### src/rtl/mux3_rr_pkg.sv
// Shared types, constants and the round-robin winner function for mux3_rr_sched.
package mux3_rr_pkg;

  localparam int         NREQ     = 3;
  localparam logic [1:0] SEL_NONE = 2'b11;

  typedef enum logic {IDLE, BUSY} state_e;

  // First requester at or after ptr+1, wrapping; ptr itself is checked last.
  function automatic logic [1:0] next_rr(input logic [1:0] ptr, input logic [NREQ-1:0] req);
    logic [1:0] w;
    logic       found;
    int         idx;
    w     = ptr;
    found = 1'b0;
    for (int k = 1; k <= NREQ; k++) begin
      idx = (int'(ptr) + k) % NREQ;
      if (!found && req[idx]) begin
        w     = 2'(idx);
        found = 1'b1;
      end
    end
    return w;
  endfunction

endpackage

### src/rtl/rr_pick3.sv
// Combinational rotating-priority pick over three requesters.
module rr_pick3
  import mux3_rr_pkg::*;
(
  input  logic [NREQ-1:0] req,
  input  logic [1:0]      ptr,
  output logic [1:0]      win,
  output logic            vld
);

  assign vld = |req;
  assign win = next_rr(ptr, req);

endmodule

### src/rtl/mux3_rr_sched.sv
// Round-robin owner of the 3:1 select mux with registered output beat.
// Optional per-grant beat limit enabled by MUX3_RR_SCHED_TIMEOUT_EN.
module mux3_rr_sched
  import mux3_rr_pkg::*;
#(
  parameter int DW       = 1,
  parameter int MAX_HOLD = 8
) (
  input  logic               clk,
  input  logic               rst_n,
  input  logic [NREQ-1:0]    req,
  input  logic [NREQ-1:0]    last,
  input  logic [NREQ*DW-1:0] din,
  output logic [NREQ-1:0]    gnt,
  output logic [1:0]         sel,
  output logic [DW-1:0]      dout,
  output logic               dout_vld
`ifdef MUX3_RR_SCHED_TIMEOUT_EN
  ,
  output logic               timeout_pulse
`endif
);

  logic [NREQ-1:0][DW-1:0] lane;
  for (genvar g = 0; g < NREQ; g++) begin : g_lane
    assign lane[g] = din[g*DW +: DW];
  end

  state_e          state_q, state_d;
  logic [1:0]      owner_q, owner_d;
  logic [1:0]      ptr_q, ptr_d;
  logic [NREQ-1:0] gnt_d;
  logic [1:0]      sel_d;
  logic [DW-1:0]   dout_d;
  logic            vld_d;
  logic            rel;
  logic [1:0]      win;
  logic            win_vld;

  rr_pick3 u_pick (
    .req (req),
    .ptr (ptr_q),
    .win (win),
    .vld (win_vld)
  );

`ifdef MUX3_RR_SCHED_TIMEOUT_EN
  localparam int CW = $clog2(MAX_HOLD + 1);
  logic [CW-1:0] cnt_q, cnt_d;
  logic          to_d;
`endif

  always_comb begin
    state_d = state_q;
    owner_d = owner_q;
    ptr_d   = ptr_q;
    gnt_d   = gnt;
    sel_d   = sel;
    dout_d  = dout;
    vld_d   = 1'b0;
    rel     = 1'b0;
`ifdef MUX3_RR_SCHED_TIMEOUT_EN
    cnt_d   = cnt_q;
    to_d    = 1'b0;
`endif
    case (state_q)
      IDLE: begin
        if (win_vld) begin
          state_d = BUSY;
          owner_d = win;
          gnt_d   = NREQ'(1) << win;
          sel_d   = win;
`ifdef MUX3_RR_SCHED_TIMEOUT_EN
          cnt_d   = '0;
`endif
        end
      end
      BUSY: begin
        if (req[owner_q]) begin
          dout_d = lane[owner_q];
          vld_d  = 1'b1;
`ifdef MUX3_RR_SCHED_TIMEOUT_EN
          cnt_d  = cnt_q + 1'b1;
`endif
          if (last[owner_q]) rel = 1'b1;
`ifdef MUX3_RR_SCHED_TIMEOUT_EN
          // This beat is the MAX_HOLD-th of the grant.
          else if (cnt_q == CW'(MAX_HOLD - 1)) begin
            rel  = 1'b1;
            to_d = 1'b1;
          end
`endif
        end else begin
          rel = 1'b1;  // owner dropped req: abort without a beat
        end
      end
      default: state_d = IDLE;
    endcase
    if (rel) begin
      state_d = IDLE;
      gnt_d   = '0;
      sel_d   = SEL_NONE;
      ptr_d   = owner_q;
    end
  end

  always_ff @(posedge clk) begin
    if (!rst_n) begin
      state_q  <= IDLE;
      owner_q  <= '0;
      ptr_q    <= 2'd2;
      gnt      <= '0;
      sel      <= SEL_NONE;
      dout     <= '0;
      dout_vld <= 1'b0;
`ifdef MUX3_RR_SCHED_TIMEOUT_EN
      cnt_q         <= '0;
      timeout_pulse <= 1'b0;
`endif
    end else begin
      state_q  <= state_d;
      owner_q  <= owner_d;
      ptr_q    <= ptr_d;
      gnt      <= gnt_d;
      sel      <= sel_d;
      dout     <= dout_d;
      dout_vld <= vld_d;
`ifdef MUX3_RR_SCHED_TIMEOUT_EN
      cnt_q         <= cnt_d;
      timeout_pulse <= to_d;
`endif
    end
  end

endmodule

### config.mk
export PLATFORM = sky130hd
export DESIGN_NAME = mux3_rr_sched
export DESIGN_NICKNAME = d
export VERILOG_FILES = /design/src/rtl/mux3_rr_pkg.sv /design/src/rtl/rr_pick3.sv /design/src/rtl/mux3_rr_sched.sv
export SDC_FILE = /design/constraint.sdc
export NUM_CORES = 1
export LEC_CHECK = 0
export CAP_MARGIN = 20
export CORE_ASPECT_RATIO = 1.2
export CORE_MARGIN = 4
export CORE_UTILIZATION = 35
export CTS_CLUSTER_DIAMETER = 80
export CTS_CLUSTER_SIZE = 24
export DETAILED_ROUTE_END_ITERATION = 6
export PLACE_DENSITY = 0.68
export SLEW_MARGIN = 20
export SYNTH_ARGS = -nofsm -noshare
export SYNTH_HDL_FRONTEND = slang
export SYNTH_SLANG_ARGS = --single-unit
export TNS_END_PERCENT = 100
### constraint.sdc
create_clock -name clk -period 5.17 [get_ports clk]
set_input_delay 0.7755 -clock clk [delete_from_list [all_inputs] [get_ports clk]]
set_output_delay 0.7755 -clock clk [all_outputs]
set_load 0.02 [all_outputs]
* After elaboration in Yosys (flattened, before gate mapping)
Cells that the tools add are included.
** Word-level totals
- Bits in registers :: 12
- Latch bits :: 0
- RAM bits :: 0
- Bits in read-only memories :: 0
- Output and inout bits :: 7
- Memories kept :: 0
** Operators by class
- $add $sub $neg :: 3
- $mul :: 0
- Div/mod/pow operators :: 3
- Order comparisons :: 4
- Equal/unequal tests :: 0
- Shift-type cells :: 1
- Multiplexer cells :: 26
- Bitwise logic cells :: 2
- Reductions and logical operators :: 9
** Operators by type and width (count)
- $lt A32 B4 Y1 const B :: 3
- $mod A32 B3 Y32 const B :: 3
- $mux W1 :: 17
- $bmux W1 S2 :: 6
- $add A2 B2 Y3 const B :: 2
- $mux W2 :: 3
- $reduce_and A2 Y1 :: 3
- $add A2 B1 Y3 const B :: 1
- $lt A2 B3 Y1 const B :: 1
- $reduce_or A3 Y1 :: 1
- $shl A1 B2 Y3 const A :: 1
- $logic_and A1 B1 Y1 :: 2
- $logic_not A1 Y1 :: 2
- $not A1 Y1 :: 2
- $reduce_or A2 Y1 :: 1

* Depth between registers and ports, before layout
- Depth after elaboration :: 13
- Gate-level depth with buffers :: 8

* By module
From an unflattened synthesis, not the netlist that was laid out.
** Unflattened totals
- Cell total of the unflattened synthesis :: 103
- Area total of the unflattened synthesis :: 949.7 um2
** By module, submodules not included
- mux3_rr_sched :: times used 1, cells an instance 66, area each 670.6 um2
- rr_pick3 :: times used 1, cells an instance 37, area each 279.0 um2

* Worst setup path before layout
Ideal clock, no wire load.
- Path type :: flip-flop to flip-flop
- From :: register ptr_q[0]
- To :: register sel[0]
- Data arrival time :: 1.861 ns
- Path slack :: 3.196 ns
- Stages on the path, launching flop included :: 9
- Path buffers :: 1
- Clock period less this slack :: 1.974 ns
- Cells stage by stage :: dfxtp_1 inv_1 ha_1 buf_6 a22o_4 a221oi_4 a311o_2 nand3_2 a21o_1
** Between the ends
- Word-level cells in the longest chain between the ends :: 12
- Elaborated cells on any way between the ends :: 24
- Classes of those cells :: add/sub (3); div (3); mux (14); reduce/logical (4)
** Ends and longest elaborated chain
- from (decl) :: RTL line mux3_rr_sched.sv:31 : logic [1:0] ptr_q, ptr_d;
- from (signal assigned) :: RTL line mux3_rr_sched.sv:123 : ptr_q <= ptr_d;
- $add A2 B1 Y3 :: RTL line mux3_rr_pkg.sv:17 : idx = (int'(ptr) + k) % NREQ;
- $mod A32 B3 Y32 :: RTL line mux3_rr_pkg.sv:17
- $bmux W1 S2 :: RTL line mux3_rr_pkg.sv:18 : if (!found && req[idx]) begin
- $mux W1 (implied by the code) (2 in series) :: RTL line mux3_rr_pkg.sv:18
- $mux W1 :: RTL line mux3_rr_pkg.sv:18
- $logic_not A1 Y1 :: RTL line mux3_rr_pkg.sv:18
- $logic_and A1 B1 Y1 :: RTL line mux3_rr_pkg.sv:18
- $mux W1 :: RTL line mux3_rr_pkg.sv:18
- $logic_not A1 Y1 :: RTL line mux3_rr_pkg.sv:18
- $logic_and A1 B1 Y1 :: RTL line mux3_rr_pkg.sv:18
- $mux W2 * :: RTL line mux3_rr_pkg.sv:18
- to (signal assigned) :: RTL line mux3_rr_sched.sv:125 : sel <= sel_d;
- to (decl) :: RTL line mux3_rr_sched.sv:15 : output logic [1:0] sel,
Mark *: on every way between the ends. The rest lies on a longest branch, timed or not. The select of a mux whose other input is x is not followed.
A chain may end at the register's enable or synchronous reset.

* Final worst setup path
- From :: input req[1]
- To :: register sel[0]
** Between the ends
- Word-level cells in the longest chain between the ends :: 10
- Elaborated cells on any way between the ends :: 25
- Classes of those cells :: mux (18); reduce/logical (7)
** Ends and longest elaborated chain
- from (decl) :: RTL line mux3_rr_sched.sv:11 : input logic [NREQ-1:0] req,
- $bmux W1 S2 :: RTL line mux3_rr_pkg.sv:18
- $mux W1 (implied by the code) (2 in series) :: RTL line mux3_rr_pkg.sv:18
- $mux W1 :: RTL line mux3_rr_pkg.sv:18
- $logic_not A1 Y1 :: RTL line mux3_rr_pkg.sv:18
- $logic_and A1 B1 Y1 :: RTL line mux3_rr_pkg.sv:18
- $mux W1 :: RTL line mux3_rr_pkg.sv:18
- $logic_not A1 Y1 :: RTL line mux3_rr_pkg.sv:18
- $logic_and A1 B1 Y1 :: RTL line mux3_rr_pkg.sv:18
- $mux W2 :: RTL line mux3_rr_pkg.sv:18
Parallel ways exist; a longest one is shown, timed or not. The select of a mux whose other input is x is not followed.

==> results.yml <==
synth:
  seq_area_frac_synth: 0.289
  syn_area_um2: 831
  synth_ff_type: "dfxtp_1"
  synth_cell_types: 39
  async_reset_ff_frac: 0
  post_synth.cell_area_avg_um2: 9.03
  ys_warn_count: 0
  synth_seq_cells: 12
  syn_inst: 92
  syn-num-nets: 107
  synth_edf_count: 0
cells_and_area:
  drive_above_1_share: 0.117
  mostFrequentLayoutCells: "17 x clkdlybuf4s50_1, 12 x dfxtp_1, 7 x nand2_1, 7 x nor2_1"
  area_delta_synth_final_pct: 26.8
  nNetsFinal: 127
  final_common_cell: "clkdlybuf4s50_1"
  finalInstanceArea_um2: 1050
  antenna_cells: 0
  fillers: 236
  instances_no_fill: 142
placed_design:
  post-dp-hpwl_um: 1450
  place_area_um2: 1020
  io_buffers: 17
  routabilityCongestion: 0.884
  dp_cells: 138
timing:
  setup_tns_ns: 0
  tightest_slew_ns: 0.377
  setup_viol: 0
  fmax_mhz: 420
  finClkSkew_ns: 0.00522
  fin_crit_ns: 2.38
  rsz0062_at_grt: "false"
  relSlewSlack: 0.747
  hold_violations: 0
  drv_slew: 0
  period_share: 0.461
critical_path:
  crit_path_start_kind: "input pin"
  critical_path_required_ns: 5.34
  worstPathArrival_ns: 2.55
  critPathMaxFanout: 7
  worstSetupEndpointType: "flop"
  path_class: "input pin to flop"
run:
  drv_cap: 0
drt:
  vias: 739
  firstDrtPassIters: 4
  vias_per_cell: 5.20
  route.detailed.drc: 0
  avgRoutedWirePerCell_um: 12.8
  drt-total-wl_um: 1810
  drtIter0Drc: 11
  ant_nets: 0
power_and_ir_drop:
  p_per_area_nw_per_um2: 288
  p_leak_uw: 0.000433
  ir_drop_uv: 171
clocking:
  cts_tree: "yes"
  clock-sinks: 12
  cts_buffer_depth: 2
  htree_levels: 1
  cts_root_buffer: "clkbuf_4"
  insertion_delay_ns: 0.27
  ctsResizeCount: 0
  post_cts_buffers: 0
  numCtsBuffers: 3
  hold_buffers: 0
  clk_pin_slew_ns: 0.07
floorplanning:
  dieWidth_um: 52.5
  die-area_um2: 3220
  start_util: 0.364
  ioPinCount: 18
  rows: 19
  die_h_um: 61.4
  core_area_um2: 2280
grt:
  track_usage: 0.133
  grt_overflow: 0
  grt_start_max_net_pins: 10
  grt_pass1_wl_um: 3130
  antenna_found_initial: 0
  grt_pass1_vias: 715
worst_hold_path:
  hold_class: "flop to flop"
outcome:
  status: "finished clean"
==> report_power, final <==
| part | internal [µW] | switching, µW |
|---|---|---|
| combinational | 56.6 | 57.8 |
| clock | 42.8 | 31.4 |
| sequential | 104 | 10.5 |
| total | 203 | 99.8 |
==> worst max-delay path, stage by stage <==
cell	delay, ns
clkdlybuf4s50_1	0.55
a22o_4	0.32
a221oi_4	0.37
a311o_2	0.25
nand3_2	0.09
a21o_1	0.20
==> cell usage after synthesis (all sizes together) (2+ instances only) <==
master,count,area [µm²]
nor2,7,26.3
buf,2,22.5
a21oi,5,28.8
a221oi,2,41.3
nand3b,3,22.5
dfxtp,12,240
o21ai,8,40.0
ha,4,50.1
and2,2,12.5
nor2b,3,18.8
inv,5,18.8
nand2b,3,18.8
mux2,2,22.5
and3,2,12.5
a211oi,2,20.0
o211a,2,20.0
or2,2,12.5
mux2i,4,40.0
nand2,7,26.3
==> registers in the layout (all words and copies together) (netlist names) <==
name and flops:
dout 1, ptr_q 2, owner_q 2, gnt 3, state_q 1, dout_vld 1
sel 2
==> per-layer routing <==
layer / wire (µm) / vias up / part of all wire / GRT usage
met5: 0 / - / 0 / 0
li1: - / 373 / - / -
met4: 28 / 0 / 0.015 / 0.0949
met1: 837 / 345 / 0.46 / 0.156
met2: 880 / 17 / 0.49 / 0.223
met3: 64 / 4 / 0.035 / 0.0169
==> stage by stage <==
stage	power (µW)	setup slack (ns)	utilization	hold WS, ns
after global placement	230	2.52	0.446	0.448
after CTS	307	2.79	0.462	0.455
after floorplan	199	3.20	-	0.472
after global routing	323	2.71	0.462	0.471
after detailed placement	231	2.50	0.446	0.443
final	303	2.79	0.462	0.451
==> kinds of logic after synthesis <==
group                      Yosys count  synth area share
and+or+nand+nor                     37             0.262
AOI/OAI and AO/OA                   26             0.264
DFF                                 12             0.289
buffers and inverters                7            0.0497
muxes                                6            0.0753
adders and majority gates            4            0.0602
==> final cells by class <==
type                    instances  area [µm²]  share of cell area
clock buffers                   4        36.3              0.0344
inverters                       5        18.8              0.0178
multi-input cells              73         549               0.521
flip-flops and latches         12         240               0.228
well taps                      31        38.8              0.0368
repair buffers                 17         170               0.162
==> final timing paths <==
path / start / end / slack (ns) / cells after the start
hold reg to reg: sel[1] / sel[1] / 0.45 / 2
hold / removal: sel[1] / sel[1] / 0.45 / 2
setup reg to reg: ptr_q[0] / sel[0] / 2.99 / 7
setup / recovery: req[1] / sel[0] / 2.79 / 6
(Power assumes the default switching activity.)
